## src/rtl/uart_wb_master.sv

```systemverilog
// uart_wb_master: Wishbone classic initiator turning write/read/poll commands into UART register accesses.
// Define UART_WBM_TIMEOUT_EN to bound each command with a TIMEOUT_CYCLES watchdog.
module uart_wb_master #(
  parameter int ADDR_WIDTH = 3,
  parameter int DATA_WIDTH = 8,
  parameter int TIMEOUT_CYCLES = 255,
  parameter int POLL_GAP = 4
) (
  input  logic                  clk,
  input  logic                  wb_rst_ni,
  input  logic                  cmd_valid_i,
  output logic                  cmd_ready_o,
  input  logic [1:0]            cmd_op_i,
  input  logic [ADDR_WIDTH-1:0] cmd_addr_i,
  input  logic [DATA_WIDTH-1:0] cmd_data_i,
  output logic                  rsp_valid_o,
  input  logic                  rsp_ready_i,
  output logic [DATA_WIDTH-1:0] rsp_data_o,
  output logic                  rsp_err_o,
  output logic [ADDR_WIDTH-1:0] wb_addr_o,
  output logic [DATA_WIDTH-1:0] wb_dat_o,
  input  logic [DATA_WIDTH-1:0] wb_dat_i,
  output logic                  wb_we_o,
  output logic                  wb_stb_o,
  output logic                  wb_cyc_o,
  input  logic                  wb_ack_i
);
  typedef enum logic [1:0] {IDLE, BUS, GAP, RESP} state_t;
  localparam logic [1:0] OP_WRITE = 2'b00;
  localparam logic [1:0] OP_POLL  = 2'b10;
  localparam logic [1:0] OP_RSVD  = 2'b11;
  state_t state, state_n;
  logic [1:0] op, op_n;
  logic [ADDR_WIDTH-1:0] addr, addr_n;
  logic [DATA_WIDTH-1:0] data, data_n;
  logic [DATA_WIDTH-1:0] rsp_data_n;
  logic rsp_err_n;
  logic [7:0] gap_cnt;
  logic accept, hit, expire, gap_done;
  assign accept = cmd_valid_i && state == IDLE;
  assign cmd_ready_o = state == IDLE;
  assign rsp_valid_o = state == RESP;
  assign op_n = accept ? cmd_op_i : op;
  assign addr_n = accept ? cmd_addr_i : addr;
  assign data_n = accept ? cmd_data_i : data;
  assign hit = |(wb_dat_i & data);
  assign gap_done = gap_cnt == 8'(POLL_GAP - 1);
`ifdef UART_WBM_TIMEOUT_EN
  logic [15:0] to_cnt;
  // Expires on the TIMEOUT_CYCLES-th counted cycle; spans every access of a poll.
  assign expire = (state == BUS || state == GAP) && to_cnt == 16'(TIMEOUT_CYCLES - 1);
  always_ff @(posedge clk or negedge wb_rst_ni)
    if (!wb_rst_ni) to_cnt <= '0;
    else to_cnt <= accept ? '0 : (state == BUS || state == GAP) ? to_cnt + 16'd1 : to_cnt;
`else
  assign expire = 1'b0;
`endif
  always_comb begin
    state_n = state;
    rsp_data_n = rsp_data_o;
    rsp_err_n = rsp_err_o;
    case (state)
      IDLE: if (cmd_valid_i) begin
        state_n = cmd_op_i == OP_RSVD ? RESP : BUS;
        rsp_data_n = '0;
        rsp_err_n = cmd_op_i == OP_RSVD;
      end
      BUS: if (wb_ack_i) begin
        if (op == OP_POLL && !hit) state_n = GAP;
        else begin
          state_n = RESP;
          rsp_data_n = op == OP_WRITE ? '0 : wb_dat_i;
          rsp_err_n = 1'b0;
        end
      end else if (expire) begin
        state_n = RESP;
        rsp_data_n = '0;
        rsp_err_n = 1'b1;
      end
      GAP: if (expire) begin
        state_n = RESP;
        rsp_data_n = '0;
        rsp_err_n = 1'b1;
      end else if (gap_done) state_n = BUS;
      RESP: if (rsp_ready_i) begin
        state_n = IDLE;
        rsp_data_n = '0;
        rsp_err_n = 1'b0;
      end
      default: state_n = IDLE;
    endcase
  end
  // Bus outputs are registered from the next state so they are glitch-free and zero outside BUS.
  always_ff @(posedge clk or negedge wb_rst_ni)
    if (!wb_rst_ni) begin
      state <= IDLE;
      op <= '0;
      addr <= '0;
      data <= '0;
      gap_cnt <= '0;
      rsp_data_o <= '0;
      rsp_err_o <= 1'b0;
      wb_cyc_o <= 1'b0;
      wb_stb_o <= 1'b0;
      wb_we_o <= 1'b0;
      wb_addr_o <= '0;
      wb_dat_o <= '0;
    end else begin
      state <= state_n;
      op <= op_n;
      addr <= addr_n;
      data <= data_n;
      gap_cnt <= state == GAP ? gap_cnt + 8'd1 : '0;
      rsp_data_o <= rsp_data_n;
      rsp_err_o <= rsp_err_n;
      wb_cyc_o <= state_n == BUS;
      wb_stb_o <= state_n == BUS;
      wb_we_o <= state_n == BUS && op_n == OP_WRITE;
      wb_addr_o <= state_n == BUS ? addr_n : '0;
      wb_dat_o <= state_n == BUS && op_n == OP_WRITE ? data_n : '0;
    end
endmodule

```

## config.mk

```make
export PLATFORM = sky130hd
export DESIGN_NAME = uart_wb_master
export DESIGN_NICKNAME = d
export VERILOG_FILES = /design/src/rtl/uart_wb_master.sv
export SDC_FILE = /design/constraint.sdc
export NUM_CORES = 1
export LEC_CHECK = 0
export BUFFER_PORTS_ARGS = -buffer_cell sky130_fd_sc_hd__buf_2
export CORE_UTILIZATION = 45
export DETAILED_ROUTE_END_ITERATION = 10
export PLACE_DENSITY_LB_ADDON = 0.08
export SLEW_MARGIN = 5
export SYNTH_ARGS = -nofsm -noshare
export SYNTH_HDL_FRONTEND = slang
export SYNTH_SLANG_ARGS = --single-unit
```

## constraint.sdc

```tcl
create_clock -name clk -period 2.2 [get_ports clk]
set_input_delay 0.33 -clock clk [delete_from_list [all_inputs] [get_ports clk]]
set_output_delay 0.33 -clock clk [all_outputs]
set_load 0.005 [all_outputs]
```

* After elaboration in Yosys (flattened, before gate mapping)
Cells that the tools add are included.
Word-level totals: register bits after elaboration 45, output and inout port bits 25, logic and storage cells 58
Operators by class: $add $sub $neg 1, eq/ne operators 11, mux-type cells 24, bitwise operators 2, reduce and logical (&&, ||, !) cells 9
Operators with widths (number):
- $mux 8 | 8
- $pmux 8 s3 | 1
- $mux 2 | 6
- $add 8x1->8 const B | 1
- $and 8x8->8 | 1
- $eq 2x2->1 const B | 4
- $eq 8x2->1 const B | 1
- $pmux 2 s4 | 1
- $reduce_or 8->1 | 1
- $logic_not 2->1 | 3
- $mux 3 | 2
- $ne 2x2->1 const B | 3
- $mux 1 | 5
- $reduce_and 5->1 | 1
- $eq 2x1->1 const B | 2
- $logic_and 1x1->1 | 3
- $pmux 1 s3 | 1
- $ne 2x1->1 const B | 1
- $logic_not 1->1 | 1
- $not 1->1 | 1

* Logic depth before layout (Yosys ltp)
Gate-level depths: netlist of run 1.
depth after elaboration 10, gate-level depth with buffers 7, mapped depth without buffers 4

* Worst setup path before layout of run 1
No wires, ideal clock.
kind reg-to-reg, from reg state[1], to reg wb_addr_o[0], arrival 1.460 ns, data required time 2.081 ns, slack 0.621 ns, cell stages (with the launch flop) 6, period minus slack after synthesis 1.579 ns, cells stage by stage dfrtp_1 buf_6 nor3b_4 buf_6 mux2_2 nor2b_1
On the way: longest elaborated chain between the ends 4
Ends and longest elaborated chain:
- start, declared | line 32 | state_t state, state_n;
- start signal, assigned | line 109 | state <= state_n;
- $logic_not 2->1 | line 40 | assign accept = cmd_valid_i && state == IDLE;
- $logic_and 1x1->1 | line 40
- $mux 3 | line 44 | assign addr_n = accept ? cmd_addr_i : addr;
- net addr_n[0] | line 34 | logic [ADDR_WIDTH-1:0] addr, addr_n;
- $mux 3 | line 119 | wb_addr_o <= state_n == BUS ? addr_n : '0;
- end signal, assigned | line 119
- end, declared | line 20 | output logic [ADDR_WIDTH-1:0] wb_addr_o,
The timed path passes the listed nets, and every way through them passes these cells. A chain may end at the register's enable or synchronous reset.

* Final worst setup path of run 1
from reg op[0], to reg rsp_data_o[4]
On the way: longest elaborated chain between the ends 5
Ends and longest elaborated chain:
- start, declared | line 33 | logic [1:0] op, op_n;
- start signal, assigned | line 110 | op <= op_n;
- $logic_not 2->1 | line 72 | rsp_data_n = op == OP_WRITE ? '0 : wb_dat_i;
- $mux 8 | line 72
- $mux 8 | line 69 | if (op == OP_POLL && !hit) state_n = GAP;
- $mux 8 | line 68 | BUS: if (wb_ack_i) begin
- $pmux 8 s3 | line 62 | case (state)
- end signal, assigned | line 114 | rsp_data_o <= rsp_data_n;
- end, declared | line 18 | output logic [DATA_WIDTH-1:0] rsp_data_o,
Parallel ways exist; a longest one is shown, timed or not. The select of a mux whose other input is x is not followed.

==> results.ini, run 1 <==
[clocking]
clk_transition_reported_paths_ns=0.08
cts_num_sinks=45
cts_tree=yes
clk_path_buf_depth=2
cts_setup_buffers=0
root_buffer=clkbuf_8
cts_resized=0
hold_buffers=0
numCtsBuffers=5
htree_num_levels=2
clk_latency_ns=0.29

[logic_synthesis]
yosysTopAreaCell=dfrtp_1
syn_inst=145
synth_top_area_share_pct=58.9
synth_cell_types=34
yosysWarningCount=0
synthSimpleGateAreaFrac_pct=16.2
syn_area_um2=1910
post_synth_fa_ha_maj_area_fraction_pct=0.655
synthMuxAreaShare_pct=8.25
synthesis.nets=172
avgSynthCellArea_um2=13.2
ys_seq_area_share_pct=58.9
async_flop_share_pct=100
synth_ff_type=dfrtp_1
yosysMostFrequentCell=dfrtp_1
netlist_top_cells_area=dfrtp_1, mux2_2, a22o_2, nor2_1, mux2_4
synthXorXnorAreaFrac_pct=2.75
synth_edf_count=0
synth_top_family_by_area=simple AND/OR/NAND/NOR gates
yosys_register_bits=45
synth_compound_area_share_pct=10.0
synth.top_cells.by_count=dfrtp_1, nor2_1, mux2_2, a22o_2

[floorplan]
die_h_um=67.2
chipWidth_um=67.2
io_pins=51
start_util_pct=47.4
dieArea_um2=4510
rows=23
core_area_um2=4030

[sta]
layout_setup_ws_ns=0.494
hold_violations=0
setup_tns_ns=0
finalCritPeriodShare_pct=77.5
slew_viol_final=0
rsz0062_at_grt=no
fmax_ghz=0.586
setup_violations=0
slew_headroom_pct=56.4
worstMarginPinSlew_ns=0.649
worst_clock_skew_ns=0.00678
fin_crit_ns=1.71

[route]
first_iter_violations=81
postRouteAntennaNets=0
vias=1290
routedWlPerCell_um=14.6
drc_errors=0
wl_mm=3.67
via_per_inst=5.12
dr.pass1.iters=4

[power_and_ir_drop]
leakagePower_nw=1.15
vdd_drop_max_v=0.000573
power_density_nw_per_um2=1250
total_power_w=0.00287

[setup_path]
cp-end-kind=register
crit_buf_inv=0
cp_max_fo=9
crit_chain=and2b_2 -> nand4_1 -> o31ai_2 -> a22o_2
arrival_ns=1.93
required_ns=2.43
critPathTopFamily=compound AO/OA/AOI/OAI gates
slowest_stage=o31ai_2
cp_slowest_stage_delay_ns=0.61
start_kind=register
worstSetupPathType=register to register

[finish]
antennaDiodeCount=0
fin_nets=228
areaGrowthSynthToFinish_pct=20.2
fin_cells=252
drive_above_1_share_pct=46.5

[job]
cap_violations=0

[global_routing]
antenna_found_initial=0
grt_max_degree=26
grt_overflow_total=0
track_usage_pct=18.4
grt_pass1_wl_mm=5.94
grt_pass1_vias=1298

[hold_path]
hp-class=input pin to async pin

[placed_design]
gp_congestion=0.776
dp.cells=244
hpwl_mm=2.85
dp_slack_ns=0.449
portBuffers=50

[status]
outcome=complete, no violations

[per-layer routing]
metal  routed length [um]  GRT usage, %  share of wire [%]
met5                    0             0                  0
met3                  188          5.74                5.1
met4                   40          7.98                1.1
met2                 1760          28.6                 48
met1                 1690          23.6                 46
[cell usage in the layout, fill, tap and decap left out, types with 2 or more instances in the layout]
| cell type | netlist | final |
|---|---|---|
| mux2_4 | 3 | 3 |
| a21bo_2 | 2 | 2 |
| dfrtp_1 | 45 | 45 |
| inv_1 | 2 | 2 |
| nand3_1 | 6 | 6 |
| clkbuf_8 | 0 | 5 |
| a22o_2 | 8 | 8 |
| xor2_1 | 4 | 4 |
| nor2_1 | 15 | 15 |
| nand2_1 | 6 | 6 |
| buf_4 | 4 | 5 |
| and3_1 | 2 | 2 |
| clkinvlp_4 | 0 | 2 |
| nand2b_1 | 2 | 2 |
| nor2b_1 | 5 | 5 |
| nor3b_1 | 5 | 5 |
| buf_2 | 0 | 50 |
| nor4_1 | 2 | 2 |
| mux2_2 | 10 | 10 |
| nor3b_2 | 3 | 3 |
| xnor2_1 | 2 | 2 |
| a22oi_1 | 3 | 3 |
[power breakdown]
part / internal, W / total, W / leakage [nW] / switching (W)
Sequential: 0.00112 / 0.00130 / 0.586 / 0.000183
Clock: 0.000224 / 0.000493 / 0.0374 / 0.000269
Combinational: 0.000558 / 0.00108 / 0.527 / 0.000521
Total: 0.00190 / 0.00287 / 1.15 / 0.000974
[kinds of logic (layout without fill, tap and decap cells)]
group                    count (synthesis)  in the layout
AO/OA/AOI/OAI                           20             20
XOR/XNOR                                 6              6
adder cells (fa/ha/maj)                  1              1
buffers and inverters                    8             65
flip-flops                              45             45
multiplexers                            13             13
AND/OR/NAND/NOR                         52             52
[registers in the layout, indices dropped and copies added, names as in the netlist]
name / flops
addr: 3
wb_we_o: 1
data: 8
gap_cnt: 8
wb_dat_o: 8
rsp_data_o: 8
op: 2
state: 2
wb_addr_o: 3
rsp_err_o: 1
wb_cyc_o: 1
[metrics by stage]
| step | area (um2) | utilization (%) | hold slack, ns |
|---|---|---|---|
| 4_1_cts | 2300 | 57.0 | 0.0100 |
| 5_1_grt | 2300 | 57.0 | 0.0414 |
| 6_report | 2300 | 57.0 | 0.00756 |
| 3_5_place_dp | 2210 | 54.8 | 0.337 |
| 2_1_floorplan | 1910 | - | 0.0344 |
| 3_3_place_gp | 2210 | 54.8 | 0.338 |
[area by class of cell]
| type | count | area (um2) |
|---|---|---|
| tap | 50 | 62.6 |
| inverter | 2 | 7.51 |
| clock inverter | 2 | 15.0 |
| sequential | 45 | 1130 |
| timing repair buffer | 55 | 288 |
| fill | 357 | 1730 |
| clock buffer | 6 | 72.6 |
| multi-input combinational | 92 | 724 |
[worst paths after layout]
path                          startpoint  slack, ns       endpoint  depth (start not counted)
setup / recovery                   op[0]       0.49  rsp_data_o[4]                          4
hold / removal                 wb_rst_ni      0.008     gap_cnt[1]                          1
setup reg to reg                   op[0]       0.49  rsp_data_o[4]                          4
hold reg to reg               gap_cnt[0]       0.48     gap_cnt[0]                          1
max in group asynchronous      wb_rst_ni       1.64        wb_we_o                          2
min in group clk           cmd_data_i[5]       0.27        data[5]                          2
Power figures use the tool's default switching activity.
==> inputs of run 2 (changes only) <==
==> constraint.sdc (replaced) <==
create_clock -name clk -period 1.6 [get_ports clk]
set_input_delay 0.24 -clock clk [delete_from_list [all_inputs] [get_ports clk]]
set_output_delay 0.24 -clock clk [all_outputs]
set_load 0.005 [all_outputs]
==> results.ini, run 2 (synthesis results as in run 1) <==
[route]
wl_mm=3.92  ; +6.6%
via_per_inst=5.09  ; -0.61%
routedWlPerCell_um=15.0  ; +2.6%
drc_errors=0  ; unchanged
dr.pass1.iters=4  ; unchanged
vias=1333  ; +3.3%
postRouteAntennaNets=0  ; unchanged
first_iter_violations=50  ; -38%

[sta]
slew_headroom_pct=71.5  ; +15 points
hold_violations=0  ; unchanged
rsz0062_at_grt=yes
fmax_ghz=0.636  ; +8.5%
finalCritPeriodShare_pct=98.3  ; +21 points
worstMarginPinSlew_ns=0.428  ; -0.222 ns
worst_clock_skew_ns=0.00754  ; +0.000757 ns
fin_crit_ns=1.57  ; -0.134 ns
setup_violations=0  ; unchanged
whs_ns=0.183  ; +0.175 ns
slew_viol_final=0  ; unchanged

[setup_path]
r2r_setup_slack_ns=0.03  ; -0.47 ns
cp_max_fo=7  ; -2
cp-end-kind=register
start_kind=register
crit_chain=nor3b_4 -> clkbuf_16 -> mux2_4 -> nor3b_2
arrival_ns=1.74  ; -0.19 ns
required_ns=1.77  ; -0.66 ns
cp_slowest_stage_delay_ns=0.46  ; -0.15 ns
worstSetupPathType=register to register
reg2regPathDepth=4  ; unchanged
rr_startpoint=state[1]
crit_start=state[1]
slowest_stage=dfrtp_2
regToRegEndpoint=wb_dat_o[6]

[hold_path]
hp-class=input pin to register
hold_start=wb_dat_i[0]
min_to=rsp_data_o[0]
hold_depth=2

[floorplan]
rows=23  ; unchanged
start_util_pct=47.4  ; unchanged
die_h_um=67.2  ; unchanged
core_area_um2=4030  ; unchanged
io_pins=51  ; unchanged
dieArea_um2=4510  ; unchanged
chipWidth_um=67.2  ; unchanged

[power_and_ir_drop]
leakagePower_nw=1.23  ; +6.7%
power_density_nw_per_um2=1780  ; +42%
vdd_drop_max_v=0.000974  ; +70%

[finish]
fin_nets=238  ; +4.4%
areaGrowthSynthToFinish_pct=29.5
final_common_cell=buf_2
drive_above_1_share_pct=52.8  ; +6.3 points
antennaDiodeCount=0  ; unchanged
final_cell_mix=buf_2, dfrtp_1, nor2_1, mux2_2, buf_4
fill_cells=347  ; -2.8%
final_area_um2=2470  ; +7.7%

[global_routing]
grt_overflow_total=0  ; unchanged
antenna_found_initial=0  ; unchanged
track_usage_pct=19.2  ; +0.81 points
grt_pass1_vias=1367  ; +5.3%
grt_max_degree=29  ; +12%
grt_pass1_wl_mm=6.33  ; +6.5%

[placed_design]
portBuffers=50  ; unchanged
gp_congestion=0.781  ; +0.71%
placed_area_um2=2250  ; +2.0%
hpwl_mm=2.76  ; -3.1%

[clocking]
numCtsBuffers=5  ; unchanged
cts_tree=yes
cts_num_sinks=45  ; unchanged
htree_num_levels=2  ; unchanged
clk_latency_ns=0.29  ; about the same
clk_path_buf_depth=2  ; unchanged
clk_transition_reported_paths_ns=0.09  ; about the same
root_buffer=clkbuf_8

[status]
outcome=complete, no violations

[job]
cap_violations=0  ; unchanged

==> run 2: cell types whose count changed in the layout (fill, tap and decap cells not counted), sizes merged <==
cell / change
clkbuf: +1
dlygate4sd3: +1
clkinvlp: -2
clkinv: +2
buf: +8
==> run 2: report_power, final <==
group | switching, W | leakage (nW) | internal [W]
Clock | 0.000379 | 0.0512 | 0.000350
Combinational | 0.000845 | 0.592 | 0.00105
Sequential | 0.000229 | 0.584 | 0.00154
Total | 0.00145 | 1.23 | 0.00294
==> run 2: stage by stage <==
step	cells	total power, W	setup TNS, ns	util, %	setup WS, ns
floorplan	145	0.00287	0	-	0.0212
detailed placement	245	0.00347	-0.638	55.9	-0.0853
global route	262	0.00471	-0.306	61.4	-0.0387
finish	262	0.00439	0	61.4	0.0275
CTS	254	0.00425	0	59.0	0.0233
global placement	245	0.00342	-0.0447	55.9	-0.00924
==> run 2: worst max-delay path, delay by kind of cell (launching register included) <==
family / cells / cell delay (ns)
buffers and inverters: 1 / 0.22
and+or+nand+nor: 2 / 0.47
muxes: 1 / 0.30
DFF: 1 / 0.46
==> run 2: worst max-delay path by stage <==
| stage | to | slack, ns | cells after the start |
|---|---|---|---|
| after global placement | wb_dat_o[7] | -0.009 | 6 |
| after CTS | wb_dat_o[7] | 0.02 | 6 |
| final | wb_dat_o[6] | 0.03 | 4 |
| after floorplan | wb_addr_o[0] | 0.02 | 5 |
| after detailed placement | rsp_data_o[2] | -0.09 | 4 |
| after global routing | wb_addr_o[2] | -0.04 | 4 |
==> run 2: area by class of cell <==
| type | instances | area [um2] | area share, % |
|---|---|---|---|
| repair buffers | 65 | 420 | 17.0 |
| clock inverters | 2 | 13.8 | 0.556 |
| inverters | 2 | 7.51 | 0.303 |
| clock buffers | 6 | 82.6 | 3.34 |
| well taps | 50 | 62.6 | 2.53 |
| multi-input cells | 92 | 758 | 30.7 |
| flip-flops and latches | 45 | 1130 | 45.6 |
==> run 2: what timing repair did <==
action	in CTS	in global routing
pin swaps	0	4
buffers inserted	0	7
endpoints found under the setup margin	10	22
gates cloned	0	1
hold buffers	1	0
hold endpoints to repair	17	0
resized for setup	3	6
==> run 2: per-layer routing <==
metal / vias to the layer above / wire, um / GRT usage [%]
met4: 0 / 29 / 5.59
li1: 641 / - / -
met5: - / 0 / 0
met2: 35 / 1770 / 29.5
met1: 653 / 1970 / 26.8
met3: 4 / 155 / 5.07
==> inputs of run 3 (changes only) <==
--- a/config.mk
+++ b/config.mk
@@ -9,6 +9,7 @@
 export CORE_UTILIZATION = 45
 export DETAILED_ROUTE_END_ITERATION = 10
 export PLACE_DENSITY_LB_ADDON = 0.08
+export RECOVER_POWER = 100
 export SLEW_MARGIN = 5
 export SYNTH_ARGS = -nofsm -noshare
 export SYNTH_HDL_FRONTEND = slang
==> results.ini, run 3 (synthesis results as in run 1) <==
[setup_path]
required_ns=1.77  ; about the same
crit_chain=nor3b_4 -> clkbuf_16 -> mux2_4 -> nor3b_2
slowest_stage=dfrtp_2
critPathTopFamily=simple AND/OR/NAND/NOR gates
cp_slowest_stage_delay_ns=0.46  ; about the same
cp_max_fo=7  ; unchanged
worstSetupPathType=register to register
crit_buf_inv=1  ; unchanged
cp-end-kind=register
arrival_ns=1.74  ; about the same
start_kind=register

[route]
wl_mm=3.96  ; +1.0%
vias=1334  ; +0.075%
postRouteAntennaNets=0  ; unchanged
drc_errors=0  ; unchanged
first_iter_violations=46  ; -8.0%
dr.pass1.iters=4  ; unchanged
routedWlPerCell_um=15.1  ; +1.0%
via_per_inst=5.09  ; about the same

[clocking]
clk_path_buf_depth=2  ; unchanged
numCtsBuffers=5  ; unchanged
clk_latency_ns=0.29  ; about the same
root_buffer=clkbuf_8
cts_num_sinks=45  ; unchanged
htree_num_levels=2  ; unchanged
clk_transition_reported_paths_ns=0.09  ; about the same
cts_tree=yes

[placed_design]
hpwl_mm=2.76  ; unchanged
gp_congestion=0.781  ; unchanged
portBuffers=50  ; unchanged

[sta]
fin_crit_ns=1.57  ; +0.000524 ns
worst_clock_skew_ns=0.00748  ; -0.0000523 ns
slew_viol_final=0  ; unchanged
worstMarginPinSlew_ns=0.972  ; +0.544 ns
whs_ns=0.183  ; +0.000678 ns
fmax_ghz=0.636  ; about the same
setup_violations=0  ; unchanged
hold_violations=0  ; unchanged
rsz0062_at_grt=yes
slew_headroom_pct=35.2  ; -36 points
finalCritPeriodShare_pct=98.3  ; about the same

[global_routing]
grt_pass1_wl_mm=6.33  ; unchanged
grt_pass1_vias=1367  ; unchanged
grt.busiest_layer=met2
grt_max_degree=29  ; unchanged
grt_use_met3_pct=5.07  ; unchanged
antenna_found_initial=0  ; unchanged
gr-usage-met1_pct=26.8  ; unchanged
grt_overflow_total=0  ; unchanged
use_met2_pct=29.5  ; unchanged
track_usage_pct=19.2  ; unchanged

[finish]
postLayoutCoreUtil_pct=60.7  ; -0.71 points
multi_input_area_um2=758  ; unchanged
seqCellArea_um2=1130  ; unchanged
antennaDiodeCount=0  ; unchanged
final_cell_mix=dfrtp_1, buf_2, nor2_1, clkbuf_1, mux2_2
final_common_cell=dfrtp_1
fill_cells=357  ; +2.9%
areaGrowthSynthToFinish_pct=28.0
fin_nets=238  ; unchanged
drive_above_1_share_pct=46.2  ; -6.6 points

[job]
cap_violations=0  ; unchanged

[status]
outcome=complete, no violations

[floorplan]
start_util_pct=47.4  ; unchanged
core_area_um2=4030  ; unchanged
chipWidth_um=67.2  ; unchanged
die_h_um=67.2  ; unchanged
dieArea_um2=4510  ; unchanged
io_pins=51  ; unchanged
rows=23  ; unchanged

[power_and_ir_drop]
vdd_drop_max_v=0.000967  ; -0.75%
power_density_nw_per_um2=1780  ; +0.44%
total_power_w=0.00436  ; -0.72%
leakagePower_nw=1.17  ; -4.8%

[hold_path]
hp-class=input pin to register

==> run 3: cell types whose count changed in the layout (fill, tap and decap cells not counted) <==
cell / delta
buf_12: -1
buf_2: -13
buf_4: -1
buf_6: +1
clkbuf_1: +14
==> run 3: worst paths after layout <==
check	start	to	slack, ns	cells past startpoint
max	state[1]	wb_dat_o[6]	0.03	4
min	wb_dat_i[0]	rsp_data_o[0]	0.18	2
max reg2reg	state[1]	wb_dat_o[6]	0.03	4
min reg2reg	gap_cnt[0]	gap_cnt[0]	0.47	1
max in group asynchronous	wb_rst_ni	state[1]	0.19	3
min in group asynchronous	wb_rst_ni	gap_cnt[0]	0.62	2
==> run 3: where the power goes <==
group	internal, W	total (W)	switching (W)
sequential	0.00154	0.00178	0.000233
combinational	0.00101	0.00186	0.000846
clock	0.000350	0.000729	0.000379
total	0.00290	0.00436	0.00146
==> run 3: worst register-to-register path, stage by stage (launching register included) <==
cell       delay, ns
dfrtp_2         0.46
nor3b_4         0.32
clkbuf_16       0.22
mux2_4          0.30
nor3b_2         0.15
==> run 3: per-stage QoR <==
stage	setup WS [ns]	cells	setup TNS, ns	cell area (um2)
after global placement	-0.00924	245	-0.0447	2250
after floorplan	0.0212	145	0	1910
final	0.0270	262	0	2440
after detailed placement	-0.0853	245	-0.638	2250
after CTS	0.0233	254	0	2380
after global routing	-0.0387	262	-0.306	2440
==> run 3: what timing repair did <==
item                       CTS  global route
pin swaps                    0             4
gates resized for setup      3             6
hold endpoints to repair    17             0
hold buffers                 1             0
gates cloned                 0             1
buffers inserted             0             7
setup endpoints to repair   10            22
==> run 3: layer usage <==
| metal | share of wire, % | wire length (um) |
|---|---|---|
| met1 | 50 | 1990 |
| met5 | 0 | 0 |
| met4 | 0.73 | 29 |
| met2 | 45 | 1790 |
| met3 | 3.9 | 154 |
==> run 3: area by class of cell <==
type / count / area share [%]
Clock inverter: 2 / 0.563
Multi-Input combinational cell: 92 / 31.0
Timing Repair Buffer: 65 / 16.0
Sequential cell: 45 / 46.2
Tap cell: 50 / 2.56
Inverter: 2 / 0.307
Clock buffer: 6 / 3.38
